**config.mk**
```make
export PLATFORM = sky130hd
export DESIGN_NAME = systolic_skew_feeder_flat
export DESIGN_NICKNAME = d
export VERILOG_FILES = /design/src/rtl/systolic_skew_feeder_if.sv /design/src/rtl/systolic_skew_feeder.sv /design/src/flat_wrapper.sv
export SDC_FILE = /design/constraint.sdc
export NUM_CORES = 1
export LEC_CHECK = 0
export BUFFER_PORTS_ARGS = -buffer_cell sky130_fd_sc_hd__buf_2
export CAP_MARGIN = 15
export CORE_MARGIN = 4
export CORE_UTILIZATION = 40
export DETAILED_ROUTE_END_ITERATION = 7
export PLACE_DENSITY = 0.66
export SLEW_MARGIN = 25
export SYNTH_ARGS = -nofsm -noshare
export SYNTH_HDL_FRONTEND = slang
export SYNTH_SLANG_ARGS = --single-unit
```
**constraint.sdc**
```tcl
create_clock -name clk_i -period 1.7 [get_ports clk_i]
set_input_delay 0.17 -clock clk_i [delete_from_list [all_inputs] [get_ports clk_i]]
set_output_delay 0.17 -clock clk_i [all_outputs]
set_load 0.05 [all_outputs]
```
**src/rtl/systolic_skew_feeder_if.sv**
```systemverilog
// Upstream operand handshake for the systolic skew feeder.
// The master drives one operand vector per beat; the slave (feeder) answers with ready.
interface systolic_skew_feeder_if #(
    parameter int DATA_WIDTH = 32,
    parameter int LANES      = 4
);

    logic                          in_valid;
    logic                          in_ready;
    logic [LANES*DATA_WIDTH-1:0]   in_data;
    logic                          in_last;

    modport master (
        output in_valid,
        output in_data,
        output in_last,
        input  in_ready
    );

    modport slave (
        input  in_valid,
        input  in_data,
        input  in_last,
        output in_ready
    );

endinterface

```
**src/rtl/systolic_skew_feeder.sv**
```systemverilog
// Edge feeder for the systolic MAC array.
// Accepts one operand vector per beat and re-emits lane i delayed by i cycles so
// operands meet on the array diagonal, then zero-flushes the skew pipeline and
// pulses done once the last lane of the final beat has left the edge.
module systolic_skew_feeder #(
    parameter int DATA_WIDTH = 32,
    parameter int LANES      = 4,
    parameter int MAX_BEATS  = 16
) (
    input  logic                               clk_i,
    input  logic                               rst_ni,
    systolic_skew_feeder_if.slave              in_if,
    output logic [LANES*DATA_WIDTH-1:0]        lane_data_o,
    output logic [LANES-1:0]                   lane_valid_o,
    output logic                               busy_o,
    output logic                               done_o,
    output logic [$clog2(MAX_BEATS+1)-1:0]     beat_count_o,
    output logic                               overrun_o
);

    localparam int CW         = $clog2(MAX_BEATS + 1);
    localparam int FW         = (LANES > 2) ? $clog2(LANES - 1) : 1;
    localparam int FLUSH_INIT = (LANES >= 2) ? (LANES - 2) : 0;
    localparam bit HAS_FLUSH  = (LANES > 1);
    localparam bit ONE_BEAT   = (MAX_BEATS == 1);

    typedef enum logic [1:0] {
        IDLE,
        STREAM,
        FLUSH,
        DONE
    } state_t;

    // With a single lane there is nothing to drain, so the last beat goes straight to DONE.
    localparam state_t AFTER_LAST = HAS_FLUSH ? FLUSH : DONE;

    state_t          state_q;
    logic            inReady_q;
    logic            busy_q;
    logic            done_q;
    logic            overrun_q;
    logic [CW-1:0]   beatCount_q;
    logic [FW-1:0]   flushCnt_q;

    logic            accept;
    logic            atLimit;

    assign accept  = in_if.in_valid && inReady_q;
    // Accepting a beat while holding MAX_BEATS-1 reaches the transfer limit.
    assign atLimit = (beatCount_q == CW'(MAX_BEATS - 1));

    // Transfer control FSM; in_ready, busy and done are registered alongside the state.
    // done trails the DONE state by one cycle so it lands after the last lane has been shown.
    always_ff @(posedge clk_i or negedge rst_ni) begin
        if (!rst_ni) begin
            state_q     <= IDLE;
            inReady_q   <= 1'b0;
            busy_q      <= 1'b0;
            done_q      <= 1'b0;
            overrun_q   <= 1'b0;
            beatCount_q <= '0;
            flushCnt_q  <= '0;
        end else begin
            done_q <= (state_q == DONE);
            unique case (state_q)
                IDLE: begin
                    inReady_q <= 1'b1;
                    busy_q    <= 1'b0;
                    if (accept) begin
                        beatCount_q <= CW'(1);
                        overrun_q   <= 1'b0;
                        if (in_if.in_last || ONE_BEAT) begin
                            overrun_q  <= !in_if.in_last;
                            state_q    <= AFTER_LAST;
                            inReady_q  <= 1'b0;
                            busy_q     <= HAS_FLUSH;
                            flushCnt_q <= FW'(FLUSH_INIT);
                        end else begin
                            state_q <= STREAM;
                            busy_q  <= 1'b1;
                        end
                    end
                end
                STREAM: begin
                    if (accept) begin
                        beatCount_q <= beatCount_q + CW'(1);
                        if (in_if.in_last || atLimit) begin
                            overrun_q  <= !in_if.in_last;
                            state_q    <= AFTER_LAST;
                            inReady_q  <= 1'b0;
                            busy_q     <= HAS_FLUSH;
                            flushCnt_q <= FW'(FLUSH_INIT);
                        end
                    end
                end
                FLUSH: begin
                    inReady_q <= 1'b0;
                    if (flushCnt_q == '0) begin
                        state_q <= DONE;
                        busy_q  <= 1'b0;
                    end else begin
                        flushCnt_q <= flushCnt_q - FW'(1);
                    end
                end
                DONE: begin
                    state_q   <= IDLE;
                    inReady_q <= 1'b1;
                    busy_q    <= 1'b0;
                end
                default: begin
                    state_q   <= IDLE;
                    inReady_q <= 1'b0;
                    busy_q    <= 1'b0;
                end
            endcase
        end
    end

    assign in_if.in_ready = inReady_q;
    assign busy_o         = busy_q;
    assign done_o         = done_q;
    assign overrun_o      = overrun_q;
    assign beat_count_o   = beatCount_q;

    // One delay line per lane: stage 0 captures the accepted operand (or a zero bubble)
    // and lane i adds i more stages, so every lane shifts every cycle with no stall.
    for (genvar g = 0; g < LANES; g++) begin : g_lane
        logic [DATA_WIDTH:0] pipe_q [0:g];
        logic [DATA_WIDTH:0] capture_d;

        assign capture_d = accept ? {1'b1, in_if.in_data[g*DATA_WIDTH +: DATA_WIDTH]}
                                  : '0;

        // Shift the lane's skew line; the valid bit travels with its data.
        always_ff @(posedge clk_i or negedge rst_ni) begin
            if (!rst_ni) begin
                for (int j = 0; j <= g; j++) begin
                    pipe_q[j] <= '0;
                end
            end else begin
                pipe_q[0] <= capture_d;
                for (int j = 1; j <= g; j++) begin
                    pipe_q[j] <= pipe_q[j-1];
                end
            end
        end

        assign lane_data_o[g*DATA_WIDTH +: DATA_WIDTH] = pipe_q[g][DATA_WIDTH-1:0];
        assign lane_valid_o[g]                         = pipe_q[g][DATA_WIDTH];
    end

endmodule

```
**src/flat_wrapper.sv**
```systemverilog
// flat-port wrapper written by rule: the top's interface ports become plain ports
module systolic_skew_feeder_flat 
#(
    parameter int DATA_WIDTH = 32,
    parameter int LANES      = 4,
    parameter int MAX_BEATS  = 16
)
  (clk_i, rst_ni, lane_data_o, lane_valid_o, busy_o, done_o, beat_count_o, overrun_o, in_if_in_valid, in_if_in_data, in_if_in_last, in_if_in_ready);
  systolic_skew_feeder_if #(.DATA_WIDTH(DATA_WIDTH), .LANES(LANES)) in_if_i ();
  input  logic clk_i;
  input  logic rst_ni;
  output logic [LANES*DATA_WIDTH-1:0] lane_data_o;
  output logic [LANES-1:0] lane_valid_o;
  output logic busy_o;
  output logic done_o;
  output logic [$clog2(MAX_BEATS+1)-1:0] beat_count_o;
  output logic overrun_o;
  input wire logic [$bits(in_if_i.in_valid)-1:0] in_if_in_valid;
  input wire logic [$bits(in_if_i.in_data)-1:0] in_if_in_data;
  input wire logic [$bits(in_if_i.in_last)-1:0] in_if_in_last;
  output wire logic [$bits(in_if_i.in_ready)-1:0] in_if_in_ready;
  assign in_if_i.in_valid = in_if_in_valid;
  assign in_if_i.in_data = in_if_in_data;
  assign in_if_i.in_last = in_if_in_last;
  assign in_if_in_ready = in_if_i.in_ready;
  systolic_skew_feeder #(.DATA_WIDTH(DATA_WIDTH), .LANES(LANES), .MAX_BEATS(MAX_BEATS)) u_core (.clk_i(clk_i), .rst_ni(rst_ni), .in_if(in_if_i), .lane_data_o(lane_data_o), .lane_valid_o(lane_valid_o), .busy_o(busy_o), .done_o(done_o), .beat_count_o(beat_count_o), .overrun_o(overrun_o));
endmodule
```
==> metrics.cfg, run 1 <==
[setup_path]
crit_path_max_fanout=3
r2r_slack_ns=0.002
worstPathRequired_ns=2.12
start_kind=register
critPathCaptureType=register
worst_ep_arrival_time_ns=2.12
worst-setup-path-type=register to register

[routing]
ant_nets=0
via_per_inst=4.34
drtIter0Drc=225
drt_wl_total_microns=21100
post_drt_wl_per_cell_microns=15.7
vias=5818
post-route-drc-count=0
dr.pass1.iters=4

[clock_network]
clock_tree.root_cell=clkbuf_16
clkSinkCount=337
htreeDepth=2
clk_latency_ns=0.50
cts_buffers=36
cts_buffer_depth=3
cts_tree=built
path_clk_slew_ns=0.05

[finish]
drive_above_1_share_pct=35.4
layout.cells.most_common=dfrtp_1
regArea_sq_mm=0.00844
fillers=2042
area_growth_syn_to_layout_pct=34.3
multi_input_area_sq_mm=0.00122
nets=1120
final_cell_mix=332 x dfrtp_1, 270 x buf_2, 129 x dlygate4sd3_1

[floorplanning]
die_x_microns=170
rows=59
core_area_sq_mm=0.0260
initial_utilization_pct=40.4
io_pins=273
die_h_microns=170
fp.dieArea_sq_mm=0.0289

[yosys]
ys_types=25
ys.warnings.count=0
synth_area_per_cell_sq_um=16.0
syn_area_sq_mm=0.0105
seq_area_frac_synth_pct=80.2
synthFlopType=dfrtp_1
async_flop_share_pct=100
synth_edf_count=0
synth.net_count=795
ys_ff_latch=337
netlist_instances=655

[timing]
setup_violations=0
postLayoutSetupSlackWorst_ns=0.00188
rsz0062_at_grt=yes
slew_headroom_pct=63.0
slew_viol_final=0
fin_crit_sh_pct=99.9
post-route-min-period_ns=1.70
skew_ns=0.0137
final-hold-violation-count=0
worst_pin_slew_ns=0.556
max_freq_mhz=589

[global_routing]
grt_start_max_net_pins=110
grt_first_pass_wirelength_microns=33300
grt-ovfl-total=0
antenna_found_initial=0
grt_use_total_pct=14.5
first_global_vias=6229

[pwr]
vdd_drop_max_v=0.00145
powerDensity_mw_per_mm2=1560
leakagePower_nw=7.93
p_total_mw=22.0

[run]
maxCapViolCount=0

[place]
dpl_worst_slack_ns=0.0103
port_buffers=272
gp_congestion=0.771
hpwl_microns=13000

[run_status]
outcome=finished, final reports clean

[worst_hold_path]
hold_class=input port to register

[flip-flops by register name, indices dropped and copies added (netlist names)]
register	flops
u_core.beat_count_o	5
u_core.busy_o	1
u_core.done_o	1
u_core.flushCnt_q	2
u_core.g_lane.pipe_q	225
u_core.in_if.in_ready	1
u_core.lane_data_o	96
u_core.lane_valid_o	3
u_core.overrun_o	1
u_core.state_q	2
[cells in the mapped netlist, types with 2 or more instances]
cell / instances / share of area, %
a21oi_1: 4 / 0.19
mux2i_1: 5 / 0.48
nand2_1: 11 / 0.39
o21ai_0: 5 / 0.24
clkbuf_1: 26 / 0.93
nor3_1: 2 / 0.095
o211ai_1: 2 / 0.14
ha_1: 8 / 0.95
dfrtp_1: 337 / 80
buf_4: 100 / 7.1
nand3_1: 3 / 0.14
nor2_1: 2 / 0.071
a22o_1: 2 / 0.17
and3_1: 129 / 7.7
inv_1: 6 / 0.21
buf_2: 4 / 0.19
[cell type report]
cell class                      count  share of cell area, %
Antenna cell                        1                 0.0177
Clock buffer                       48                   6.99
Clock inverter                     15                   1.26
Inverter                            7                  0.186
Multi-Input combinational cell    181                   8.66
Sequential cell                   337                   59.8
Tap cell                          335                   2.97
Timing Repair Buffer              417                   20.1
[through the flow]
step | util [%] | cell area [sq um] | std cells | hold WS, ns | setup TNS [ns]
floorplan | - | 10500 | 655 | -0.126 | -0.118
global placement | 44.7 | 11600 | 1145 | 0.106 | 0
detailed placement | 44.7 | 11600 | 1145 | 0.113 | 0
CTS | 54.2 | 14100 | 1338 | 0.00886 | 0
global route | 54.3 | 14100 | 1340 | 0.0655 | -0.307
finish | 54.3 | 14100 | 1341 | 0.0386 | 0
[metal layers]
layer  wire length [microns]  up-vias  track usage, %
li1                        -     2691               -
met1                    8460     2884            18.6
met2                   10600      187            24.0
met3                    1330       56            3.51
met4                     758        0            5.97
met5                       0        -               0
[logic make-up (layout without fill, tap and decap cells)]
| kind of cell | Yosys count | in the layout | share of synthesized area, % |
|---|---|---|---|
| DFF | 337 | 337 | 80.2 |
| adders and majority gates | 8 | 8 | 0.952 |
| AOI/OAI and AO/OA | 19 | 19 | 1.32 |
| muxes | 5 | 5 | 0.476 |
| other | 0 | 1 | 0 |
| buffers and inverters | 137 | 487 | 8.51 |
| and+or+nand+nor | 149 | 149 | 8.50 |
[where the power goes]
part / internal [mW] / switching (mW) / total [mW]
logic: 1.34 / 3.35 / 4.69
registers: 9.26 / 0.449 / 9.71
clock network: 4.56 / 3.02 / 7.58
[worst max-delay path, stage by stage, from the launching register on]
cell      delay [ns]
dfrtp_2         0.39
ha_4            0.14
and3_4          0.19
ha_4            0.12
o211ai_1        0.11
a21oi_1         0.22
a21boi_4        0.24
mux2i_1         0.20
[worst paths after layout]
| kind | from | to | depth (start not counted) |
|---|---|---|---|
| max | u_core.beat_count_o[0]$_DFFE_PN0P_ | u_core.state_q[1]$_DFFE_PN0P_ | 7 |
| min | in_if_in_last | u_core.overrun_o$_DFFE_PN0P_ | 3 |
| max reg2reg | u_core.beat_count_o[0]$_DFFE_PN0P_ | u_core.state_q[1]$_DFFE_PN0P_ | 7 |
| min reg2reg | u_core.g_lane[2].pipe_q[68]$_DFF_PN0_ | u_core.g_lane[2].pipe_q[35]$_DFF_PN0_ | 0 |
| max in group asynchronous | rst_ni | u_core.g_lane[1].pipe_q[54]$_DFF_PN0_ | 3 |
| min in group asynchronous | rst_ni | u_core.g_lane[2].pipe_q[78]$_DFF_PN0_ | 2 |
[repair_timing]
item                                    in CTS  in global routing
hold buffers                               129                  0
setup buffers                                1                  2
pin swaps                                    0                  4
endpoints found under the setup margin       2                  5
resized for setup                            0                  2
endpoints found under the hold margin      298                  0
Power figures use the tool's default switching activity.
==> inputs of run 2 (changes only) <==
Settings changed: REMOVE_ABC_BUFFERS set to 1.
==> run 2 against run 1 <==
  * Utilization increased by 0.60 points
  * Worst setup slack improved by 0.020 ns
  * Sequential cell count unchanged
  * Critical path depth unchanged
  * Cell area increased by 1.1%
  * Non-clock buffer count increased by 7
  * Clock skew decreased by 0.00083 ns
  * First-iteration DRC count decreased by 1.3%
  * Cell count increased by 0.45%
  * Wire length increased by 5.9%
  * Clock-buffer cell count decreased by 4
==> metrics.cfg, run 2 (synthesized netlist as in run 1, its figures left out) <==
[timing]
timing.hold.ws_ns=0.0511
post-route-min-period_ns=1.68
fin_crit_sh_pct=98.7
final-hold-violation-count=0
slew_headroom_pct=69.0
tns_ns=0
rsz0062_at_grt=yes
skew_ns=0.0129
slew_viol_final=0
setup_violations=0
max_freq_mhz=596
worst_pin_slew_ns=0.465

[routing]
ant_nets=0
vias=5927
dr.pass1.iters=6
post_drt_wl_per_cell_microns=16.6
drtIter0Drc=222
drt_wl_total_microns=22400
via_per_inst=4.40
post-route-drc-count=0

[setup_path]
cp_num_buf_inv=0
worst-setup-path-type=register to register
crit_path_max_fanout=2
worstPathRequired_ns=2.06
crit_slowest_cell=dfrtp_1
critPathCaptureType=register
start_kind=register
worst_ep_arrival_time_ns=2.04
cp_cell_sequence=ha_2, and3_4, ha_4, o211ai_1, a21oi_2, a21boi_4, mux2i_1
cp_slowest_stage_delay_ns=0.38
critical_path.top_delay_family=compound AO/OA/AOI/OAI gates

[floorplanning]
rows=59
die_h_microns=170
initial_utilization_pct=40.4
core_area_sq_mm=0.0260
die_x_microns=170
io_pins=273
fp.dieArea_sq_mm=0.0289

[finish]
regMostFlops=u_core.g_lane.pipe_q
utilization_pct=54.9
layout.cells.most_common=dfrtp_1
final_cell_mix=336 x dfrtp_1, 269 x buf_2, 129 x dlygate4sd3_1
nets=1126
largest_reg_flops=225
area_growth_syn_to_layout_pct=35.7
drive_above_1_share_pct=36.3
fin_cells=1347

[pwr]
switching_share_pct=31.0
powerDensity_mw_per_mm2=1570
p_comb_share_pct=23.4
leakagePower_nw=8.03
clkPwrFrac_pct=33.5
vdd_drop_max_v=0.00138
p_int_mw=15.4
switching_power_mw=6.93
power_frac_seq_pct=43.2

[place]
place_inst=1149
gp_congestion=0.782
port_buffers=272
hpwl_microns=12400

[clock_network]
cts_buffer_depth=3
htreeDepth=2
cts_buffers=35
path_clk_slew_ns=0.06
clock_tree.root_cell=clkbuf_16
clkSinkCount=337
clk_latency_ns=0.50
cts_tree=built

[global_routing]
antenna_found_initial=5
grt_first_pass_wirelength_microns=34800
grt-ovfl-total=0
grt_start_max_net_pins=129
grt_use_total_pct=15.3
first_global_vias=6580

[run]
maxCapViolCount=0

[run_status]
outcome=finished, final reports clean

[worst_hold_path]
hold_class=input port to register

==> run 2: layer usage <==
layer	vias up	share of wire [%]	GRT usage [%]
met5	-	0.21	0
met4	8	3.3	5.63
met3	65	8.7	5.37
met2	227	49	25.9
met1	2919	38	18.2
li1	2708	-	-
==> run 2: power by group through the flow <==
stage | Sequential, mW | Clock [mW] | Combinational, mW
2_1_floorplan | 11.8 | 0 | 0.884
3_3_place_gp | 9.71 | 0 | 4.48
3_5_place_dp | 9.76 | 0 | 4.56
4_1_cts | 9.65 | 7.70 | 5.16
5_1_grt | 9.78 | 8.07 | 5.55
6_report | 9.65 | 7.48 | 5.22
==> run 2: area by class of cell <==
class | count | area (sq um)
clock inverter | 17 | 176
sequential | 337 | 8440
clock buffer | 44 | 980
timing repair buffer | 424 | 3000
inverter | 7 | 26.3
fill | 2044 | 11700
antenna | 2 | 5.00
tap | 335 | 419
multi-input combinational | 181 | 1220
==> run 2: worst register-to-register path, stage by stage (launching register included) <==
cell	delay, ns
dfrtp_1	0.38
ha_2	0.19
and3_4	0.18
ha_4	0.15
o211ai_1	0.26
a21oi_2	0.11
a21boi_4	0.15
mux2i_1	0.12
==> run 2: metrics by stage <==
step	power, mW	area [sq um]	setup WS (ns)
final	22.3	14300	0.0217
after global routing	23.4	14300	-0.126
after floorplan	12.7	9640	-1.14
after CTS	22.5	14200	-0.00680
after detailed placement	14.3	11700	-0.0365
after global placement	14.2	11700	0.0183
==> run 2: worst paths after layout <==
| path | startpoint | end | slack [ns] | cells after the start |
|---|---|---|---|---|
| max in group asynchronous | rst_ni | u_core.g_lane[3].pipe_q[109]$_DFF_PN0_ | 0.88 | 4 |
| min in group asynchronous | rst_ni | u_core.g_lane[3].pipe_q[95]$_DFF_PN0_ | 0.10 | 2 |
| worst min-delay path | in_if_in_last | u_core.overrun_o$_DFFE_PN0P_ | 0.05 | 3 |
| worst max-delay path | u_core.beat_count_o[0]$_DFFE_PN0P_ | u_core.state_q[0]$_DFFE_PN0P_ | 0.02 | 7 |
| worst max register to register | u_core.beat_count_o[0]$_DFFE_PN0P_ | u_core.state_q[0]$_DFFE_PN0P_ | 0.02 | 7 |
| worst min register to register | u_core.g_lane[2].pipe_q[61]$_DFF_PN0_ | u_core.lane_data_o[92]$_DFF_PN0_ | 0.34 | 0 |
==> run 2: what timing repair did <==
| action | 4_1_cts | 5_1_grt |
|---|---|---|
| hold buffers | 129 | 0 |
| pin swaps | 4 | 6 |
| setup buffers | 2 | 2 |
| resized for setup | 6 | 7 |
| cloned | 2 | 0 |
| setup endpoints to repair | 5 | 6 |
| endpoints found under the hold margin | 350 | 0 |
==> inputs of run 3 (changes only) <==
Settings changed: PLACE_DENSITY 0.66 to 0.74.
==> run 3 against run 2 <==
  * Clock skew increased by 0.0033 ns
  * Worst setup slack improved by 0.034 ns
  * Power down 2.2%
  * Non-clock buffer count is 8 higher
  * Wire length rose by 1.7%
  * Clock power is 3% lower
  * First-iteration DRC count grew 57%
  * Critical path type unchanged
  * Critical endpoint unchanged
  * Largest cell class unchanged
==> metrics.cfg, run 3 (synthesized netlist as in run 1, its figures left out) <==
[run_status]
outcome=finished, final reports clean

[pwr]
p_total_mw=21.9
powerDensity_mw_per_mm2=1540
leakagePower_nw=8.00
vdd_drop_max_v=0.00104

[clock_network]
path_clk_slew_ns=0.06
clkSinkCount=337
cts_buffers=34
cts_tree=built
clk_latency_ns=0.51
htreeDepth=2
cts_buffer_depth=3
clock_tree.root_cell=clkbuf_16

[place]
hpwl_microns=13700
dpl_worst_slack_ns=-0.0503
port_buffers=272
gp_congestion=0.742
dpl_cell_area_sq_mm=0.0117

[worst_hold_path]
hold_class=input port to register

[routing]
drtIter0Drc=348
vias=6017
dr.pass1.iters=4
met3_length_microns=1550
via_per_inst=4.45
ant_nets=0
post_drt_wl_per_cell_microns=16.8
met1_length_microns=8440
top_layer_used=met4
wl_met2_microns=11500
post-route-drc-count=0
drt_wl_total_microns=22700

[timing]
timing.hold.ws_ns=0.0510
slew_viol_final=0
skew_ns=0.0161
post-route-min-period_ns=1.64
final-hold-violation-count=0
worst_pin_slew_ns=0.562
fin_crit_sh_pct=96.7
slew_headroom_pct=62.5
rsz0062_at_grt=yes
setup_violations=0
postLayoutSetupSlackWorst_ns=0.0556
max_freq_mhz=608

[finish]
fin_area_sq_mm=0.0142
layout.cells.most_common=dfrtp_1
area_growth_syn_to_layout_pct=35.2
final_cell_mix=336 x dfrtp_1, 269 x buf_2, 129 x dlygate4sd3_1
regArea_sq_mm=0.00844
fillers=2041
regMostFlops=u_core.g_lane.pipe_q
nets=1133
multi_input_area_sq_mm=0.00122
largest_reg_flops=225
utilization_pct=54.7
drive_above_1_share_pct=36.3

[floorplanning]
rows=59
die_h_microns=170
fp.dieArea_sq_mm=0.0289
core_area_sq_mm=0.0260
io_pins=273
die_x_microns=170
initial_utilization_pct=40.4

[global_routing]
grt_use_total_pct=15.6
grt-ovfl-total=0
grt_start_max_net_pins=95
antenna_found_initial=1
grt_first_pass_wirelength_microns=35800
first_global_vias=6780

[setup_path]
worst-setup-path-type=register to register
r2r_slack_ns=0.06
worstPathRequired_ns=2.12
start_kind=register
worst_ep_arrival_time_ns=2.06
crit_path_max_fanout=2
critPathCaptureType=register

[run]
maxCapViolCount=0

## run 3: cell types whose count changed in the layout (fill, tap and decap cells not counted), sizes merged
cell      delta
bufinv       -1
clkinvlp     +1
inv          -1
diode        -1
bufbuf       -2
buf         +10
## run 3: worst max-delay path: stages (launching register included)
cell	delay (ns)
dfrtp_1	0.35
ha_2	0.18
and3_4	0.18
ha_4	0.13
o211ai_1	0.13
a21oi_2	0.17
a21boi_4	0.21
mux2i_1	0.21
## run 3: what timing repair did
item | 4_1_cts | 5_1_grt
resized for setup | 5 | 5
setup endpoints to repair | 6 | 5
pin swaps | 5 | 3
cloned | 0 | 0
hold endpoints to repair | 173 | 0
hold buffers | 129 | 0
setup buffers | 1 | 1
## run 3: cell type report
type | count | area share (%)
clock buffer | 44 | 6.68
tap | 335 | 2.95
multi-input combinational | 181 | 8.59
inverter | 7 | 0.185
antenna | 1 | 0.0176
clock inverter | 16 | 1.18
sequential | 337 | 59.4
timing repair buffer | 432 | 21.0
## run 3: per-layer routing
layer / vias up / track usage, %
met5: - / 0
met1: 3006 / 18.1
met4: 0 / 8.23
li1: 2714 / -
met3: 80 / 3.95
met2: 217 / 26.9
## run 3: final timing paths
kind,endpoint,depth (start not counted),startpoint
max,u_core.state_q[0]$_DFFE_PN0P_,7,u_core.beat_count_o[1]$_DFFE_PN0P_
min,u_core.overrun_o$_DFFE_PN0P_,3,in_if_in_last
max reg2reg,u_core.state_q[0]$_DFFE_PN0P_,7,u_core.beat_count_o[1]$_DFFE_PN0P_
min reg2reg,u_core.lane_data_o[73]$_DFF_PN0_,0,u_core.g_lane[2].pipe_q[42]$_DFF_PN0_
max in group asynchronous,u_core.lane_data_o[88]$_DFF_PN0_,3,rst_ni
min in group asynchronous,u_core.g_lane[3].pipe_q[73]$_DFF_PN0_,2,rst_ni
## run 3: report_power, final
| group | internal [mW] | total [mW] | leakage (nW) | switching [mW] |
|---|---|---|---|---|
| combinational | 1.44 | 4.90 | 2.91 | 3.46 |
| clock | 4.29 | 7.29 | 0.544 | 3.00 |
| sequential | 9.25 | 9.66 | 4.55 | 0.407 |
## run 3: through the flow
step,TNS [ns],cells
after floorplan,-81.41,525
after global placement,-0.0124,1161
after detailed placement,-0.138,1161
after CTS,0,1351
after global routing,-0.294,1353
final,0,1353
